<file path="src/rtl/mem_arbiter.sv">
// Arbitrates a single-ported memory between the CPU instruction and data ports.
// Each pipeline window serialises DM then IM, then releases the CPU for one cycle.
module mem_arbiter #(
  parameter int unsigned       ADDR_W   = 32,
  parameter int unsigned       DATA_W   = 32,
  parameter int unsigned       TIMEOUT  = 16,
  parameter logic [DATA_W-1:0] ERR_DATA = 32'hDEADBEEF
) (
  input  logic              clk,
  input  logic              rst,
  input  logic [ADDR_W-1:0] im_addr,
  input  logic              im_en,
  output logic [DATA_W-1:0] im_rdata,
  input  logic [ADDR_W-1:0] dm_addr,
  input  logic [DATA_W-1:0] dm_wdata,
  input  logic              dm_en,
  input  logic              dm_write,
  output logic [DATA_W-1:0] dm_rdata,
  output logic              stall,
  output logic [ADDR_W-1:0] mem_addr,
  output logic [DATA_W-1:0] mem_wdata,
  output logic              mem_en,
  output logic              mem_we,
  input  logic [DATA_W-1:0] mem_rdata,
  input  logic              mem_ready,
  output logic              timeout_err
);

  localparam int unsigned CntW = $clog2(TIMEOUT + 1);
  localparam logic [CntW-1:0] CntMax = CntW'(TIMEOUT - 1);

  typedef enum logic [1:0] {StArb, StDmAcc, StImAcc, StRelease} state_e;

  state_e          state;
  logic            need_im;
  logic [CntW-1:0] cnt;
  logic            acc_done;

  // A ready on the final allowed cycle wins over the timeout.
  assign acc_done = mem_ready || (cnt == CntMax);

  always_ff @(posedge clk or posedge rst) begin
    if (rst) begin
      state       <= StArb;
      need_im     <= 1'b0;
      cnt         <= '0;
      im_rdata    <= '0;
      dm_rdata    <= '0;
      timeout_err <= 1'b0;
    end else begin
      unique case (state)
        StArb: begin
          need_im <= im_en;
          cnt     <= '0;
          if (dm_en)      state <= StDmAcc;
          else if (im_en) state <= StImAcc;
          else            state <= StRelease;
        end
        StDmAcc: begin
          if (acc_done) begin
            if (!dm_write) dm_rdata <= mem_ready ? mem_rdata : ERR_DATA;
            if (!mem_ready) timeout_err <= 1'b1;
            cnt   <= '0;
            state <= need_im ? StImAcc : StRelease;
          end else begin
            cnt <= cnt + 1'b1;
          end
        end
        StImAcc: begin
          if (acc_done) begin
            im_rdata <= mem_ready ? mem_rdata : ERR_DATA;
            if (!mem_ready) timeout_err <= 1'b1;
            cnt   <= '0;
            state <= StRelease;
          end else begin
            cnt <= cnt + 1'b1;
          end
        end
        StRelease: state <= StArb;
      endcase
    end
  end

  // Memory-side signals depend only on the registered state, so async reset drops mem_en at once.
  always_comb begin
    mem_en    = 1'b0;
    mem_we    = 1'b0;
    mem_addr  = '0;
    mem_wdata = '0;
    unique case (state)
      StDmAcc: begin
        mem_en    = 1'b1;
        mem_we    = dm_write;
        mem_addr  = dm_addr;
        mem_wdata = dm_wdata;
      end
      StImAcc: begin
        mem_en   = 1'b1;
        mem_addr = im_addr;
      end
      default: ;
    endcase
  end

  assign stall = (state != StRelease);

endmodule

</file>
<file path="config.mk">
export PLATFORM = sky130hd
export DESIGN_NAME = mem_arbiter
export DESIGN_NICKNAME = d
export VERILOG_FILES = /design/src/rtl/mem_arbiter.sv
export SDC_FILE = /design/constraint.sdc
export NUM_CORES = 1
export LEC_CHECK = 0
export CORE_MARGIN = 3
export CORE_UTILIZATION = 32
export DETAILED_ROUTE_END_ITERATION = 16
export MAX_ROUTING_LAYER = met4
export PLACE_DENSITY = 0.78
export SYNTH_ARGS = -nofsm -noshare
export SYNTH_HDL_FRONTEND = slang
export SYNTH_SLANG_ARGS = --single-unit
export TNS_END_PERCENT = 50
</file>
<file path="constraint.sdc">
create_clock -name clk -period 2.45 [get_ports clk]
set_input_delay 0.735 -clock clk [delete_from_list [all_inputs] [get_ports clk]]
set_output_delay 0.735 -clock clk [all_outputs]
set_load 0.02 [all_outputs]
</file>
Word level (Yosys, flattened, before mapping)
Cells that the tools add are included.
{"block": "totals", "ff_bits": 73, "latch_bits": 0, "mem_bits_rw": 0, "mem_bits_ro": 0, "inputBits": 134, "output_inout_bits": 132, "wordCells": 37, "n_memories": 0}
{"block": "op_classes", "addsub": 1, "multipliers": 0, "div_mod_pow": 0, "order_cmp": 0, "eq_ne": 7, "n_shift": 0, "n_mux": 13, "n_bitwise": 2, "reduce_logical": 8}
{"op": "two-way mux 32 bit", "count": 2}
{"op": "case mux 32 bit (2 select lines)", "count": 1}
{"op": "case mux 5 bit (2 select lines)", "count": 1}
{"op": "case mux 2 bit (4 select lines)", "count": 1}
{"op": "two-way mux 2 bit", "count": 3}
{"op": "inequality test 2 bit (second input constant)", "count": 3}
{"op": "AND reduction 3 bit", "count": 2}
{"op": "adder 5 x 1 -> 5 bit (second input constant)", "count": 1}
{"op": "equality test 5 x 4 -> 1 bit (second input constant)", "count": 1}
{"op": "two-way mux 5 bit", "count": 1}
{"op": "equality test 2 bit (second input constant)", "count": 2}
{"op": "two-way mux 1 bit", "count": 4}
{"op": "AND reduction 2 bit", "count": 2}
{"op": "equality test 2 x 1 -> 1 bit (second input constant)", "count": 1}
{"op": "logical NOT 2 bit", "count": 1}
{"op": "NOT 1 bit", "count": 2}
{"op": "nonzero test 2 bit", "count": 1}
{"op": "OR reduction 2 bit", "count": 1}
{"op": "logical OR 1 bit", "count": 1}

Longest topological paths before layout
{"block": "logic_depth", "ltp_word": 4, "depth_mapped": 7}

Least setup slack after synthesis
Ideal clock, no wire load.
{"block": "synth_timing", "kind": "register to output", "from": "register state[0]", "to": "output port mem_addr[0]", "arrival_ns": 1.677, "setup_slack_ns": 0.038, "stages_incl_launch_ff": 6, "n_path_buf": 2, "cell_sequence": "dfrtp_1 > inv_1 > ha_1 > clkbuf_1 > clkbuf_1 > nor2b_1"}
{"block": "synth_between", "elab_chain_cells": 2}
{"item": "start: declaration", "line": "34", "text": "state_e state;"}
{"item": "start signal: assignment", "line": "44", "text": "state <= StArb;"}
{"item": "start signal: assignment", "line": "55", "text": "if (dm_en) state <= StDmAcc;"}
{"item": "start signal: assignment", "line": "56", "text": "else if (im_en) state <= StImAcc;"}
{"item": "equality test 2 bit or equality test 2 x 1 -> 1 bit (tied branches)", "line": "90", "text": "unique case (state)"}
{"item": "case mux 32 bit (2 select lines) (*)", "line": "90"}
{"item": "end: declaration", "line": "20", "text": "output logic [ADDR_W-1:0] mem_addr,"}
Every way passes the cells marked *; elsewhere a longest branch is shown, timed or not.

Worst setup path in the final report
{"block": "layout_timing", "from": "input port dm_wdata[9]", "to": "output port mem_wdata[9]"}
{"block": "layout_between", "elab_chain_cells": 1}
{"item": "start: declaration", "line": "15", "text": "input logic [DATA_W-1:0] dm_wdata,"}
{"item": "two-way mux 32 bit", "line": "90"}
{"item": "end: declaration", "line": "21", "text": "output logic [DATA_W-1:0] mem_wdata,"}
No other way between the ends.

==> run summary <==
Gate power share: 62.7%
Yosys cell types: 31
Pins Over Slew Limit: 0
die width: 113.4 um
CTS tree: yes
core box area: 11080 sq um
area added between synthesis and finish: 86.17%
CP Class: primary input to output pin
design area: 6874 sq um
number of global-route vias before repair: 4149
Worst-Skew Late Latency: 330 ps
drt pass-1 iters: 6
Data required, critical path: 1710 ps
mapped cell area: 3692 sq um
IO Port Bufs: 265
Slew headroom: 57.94%
total congestion overflow: 0
TritonCTS buffer count: 9
post-synth top area cell: dfrtp_1
post-route setup TNS: 0 ps
H-Tree Depth: 3
CP Data Arrival Time: 1700 ps
Clock Power Share: 14.0%
commonest non-fill, non-tap cell in the layout: clkdlybuf4s50_1
area share of the largest cell type after synthesis: 49.47%
IO Pins: 266
DRC Markers: 0
Buffers & Inverters on Critical Path: 2
fin nets: 787
Antenna Nets Post-Route: 0
Synth Warn #: 0
CP Capture Type: output pin
Mapped Avg Cell Area: 9.768 sq um
P_leak: 0.002931 uW
Reg clk slew, reported paths: 60 ps
num rows: 38
setup violators final: 0
ys flop type: dfrtp_1
placed inst area: 6638 sq um
PwrDens: 1314 nW/um^2
CP startpoint kind: primary input
largest net degree at the start of global routing: 40
GP Congestion: 0.9133
final setup margin: 15.58 ps
hpwl dp: 11.19 mm
VDD IR max: 0.0007340 V
Synth area leaders: dfrtp_1 49%, nor2b_1 9.8%, a22oi_1 6.5%, a2bb2oi_1 5.7%, and2_1 5.6%
dpl ws: -359.5 ps
initial core utilization: 33.33%
minimum clock period: 2434 ps
Crit-path slowest cell: clkdlybuf4s50_1
number of max-cap violations: 0
Net Sw Frac: 41.92%
CP max stage delay: 500 ps
die height: 113.4 um
Initial DRC Count: 248
RSZ-0062 raised after global routing: yes
HP Class: register to register
status: completed
CP Cell Sequence: clkdlybuf4s50_1 > and2_1 > dlygate4sd2_1
Max Freq: 0.4108 GHz
Post-Syn Nets: 519
detailed-route via count: 3936
sequential power share: 23.3%
layout cells sized above 1: 14.15%
Final Skew: 5.443 ps
DIE AREA: 12860 sq um
register area share after synthesis: 49.47%
Post-synth EDFFs: 0
Final period util: 99.36%
hold_ws: 501.7 ps
Root Driver: clkbuf_16
Internal: 5247 uW
wire per inst: 18.54 um
Cells after Synth: 378
number of vias per cell: 4.982
clock sink total: 73
initial antenna violation count: 0
final count of hold timing violations: 0
GRT Total Usage: 22.65%
Post-synth ARST share: 100.0%
CP top delay family: buffers and inverters
flop and latch count out of synthesis: 73
Max FO, Critical Path: 1
Switch Pwr: 3787 uW
final WL: 14.64 mm
most frequent cells in the layout: 198 x clkdlybuf4s50_1, 72 x dfrtp_1, 52 x nor2b_1, 34 x buf_4, 33 x and2_1
first-pass GRT wire length: 22.40 mm
Slew @ Worst Pin: 626.7 ps
CTS Buffer Depth: 2
antenna cells: 0
timing repair:
action / in CTS / in global routing
setup buffers: 0 / 1
cloned: 0 / 0
pin swaps: 0 / 1
resized for setup: 162 / 33
hold buffers: 0 / 0
endpoints found under the setup margin: 65 / 66
stage by stage:
step | std cells | total power (uW) | util [%]
detailed placement | 774 | 7932 | 59.92
finish | 790 | 9034 | 62.05
global route | 790 | 9555 | 62.05
global placement | 774 | 7824 | 59.92
floorplan | 378 | 4993 | -
CTS | 789 | 8947 | 61.15
final timing paths:
| kind | to | start | slack, ps | cells past startpoint |
|---|---|---|---|---|
| max | mem_wdata[9] | dm_wdata[9] | 20 | 3 |
| min | im_rdata[24]$_DFFE_PP0P_ | im_rdata[24]$_DFFE_PP0P_ | 500 | 1 |
| max reg2reg | cnt[3]$_DFFE_PP0P_ | cnt[0]$_DFFE_PP0P_ | 280 | 6 |
| min reg2reg | im_rdata[24]$_DFFE_PP0P_ | im_rdata[24]$_DFFE_PP0P_ | 500 | 1 |
| max in group asynchronous | state[0]$_DFFE_PP0P_ | rst | 1160 | 3 |
| min in group asynchronous | dm_rdata[17]$_DFFE_PP0P_ | rst | 770 | 2 |
layout make-up:
class                           instances  area [sq um]
Fill cell                             941          4204
Timing Repair Buffer                  290          2785
Sequential cell                        73          1828
Multi-Input combinational cell        258          1742
Clock buffer                           10         229.0
Tap cell                              140         175.2
Inverter                               14         58.81
Clock inverter                          5         56.30
power by group through the flow:
stage	logic, uW	clock network (uW)	registers (uW)
floorplan	2280	0	2710
global placement	5740	0	2080
detailed placement	5830	0	2100
CTS	5560	1290	2100
global route	6040	1340	2170
finish	5670	1260	2100
Yosys cell counts, types with 4 or more instances:
| master | n |
|---|---|
| dfrtp_1 | 73 |
| nor2b_1 | 58 |
| and2_1 | 33 |
| a22oi_1 | 32 |
| nor2_1 | 26 |
| a21oi_1 | 24 |
| a2bb2oi_1 | 24 |
| clkbuf_1 | 24 |
| o21ai_0 | 16 |
| inv_1 | 14 |
| nand3_1 | 11 |
| a32o_1 | 8 |
| ha_1 | 7 |
| buf_1 | 4 |
| buf_2 | 4 |
| nand2_1 | 4 |
state kept, by name, summed over array words and instances (netlist names):
name	count
need_im	1
timeout_err	1
dm_rdata	32
im_rdata	32
cnt	5
state	2
layer usage:
metal / wire [um] / vias to the layer above / track usage (%)
li1: - / 1845 / -
met1: 5801 / 1887 / 26.96
met2: 7271 / 177 / 37.40
met3: 1088 / 27 / 5.570
met4: 480 / 0 / 8.333
met5: 0 / - / -
logic make-up (layout without fill, tap and decap cells):
group | after synthesis | count (layout) | synth area share, %
buf+inv | 47 | 319 | 5.117
fa+ha+maj | 7 | 7 | 2.372
flops | 73 | 73 | 49.47
simple gates | 139 | 139 | 21.48
mux | 3 | 3 | 0.8472
compound gates | 109 | 109 | 20.71
worst reg2reg max path, cell delays in order, from the launching register on:
cell	delay [ps]
dfrtp_1	420
ha_1	250
and3_1	190
ha_1	260
or4b_4	550
or3_1	350
o21ai_0	80
(Power assumes the default switching activity.)
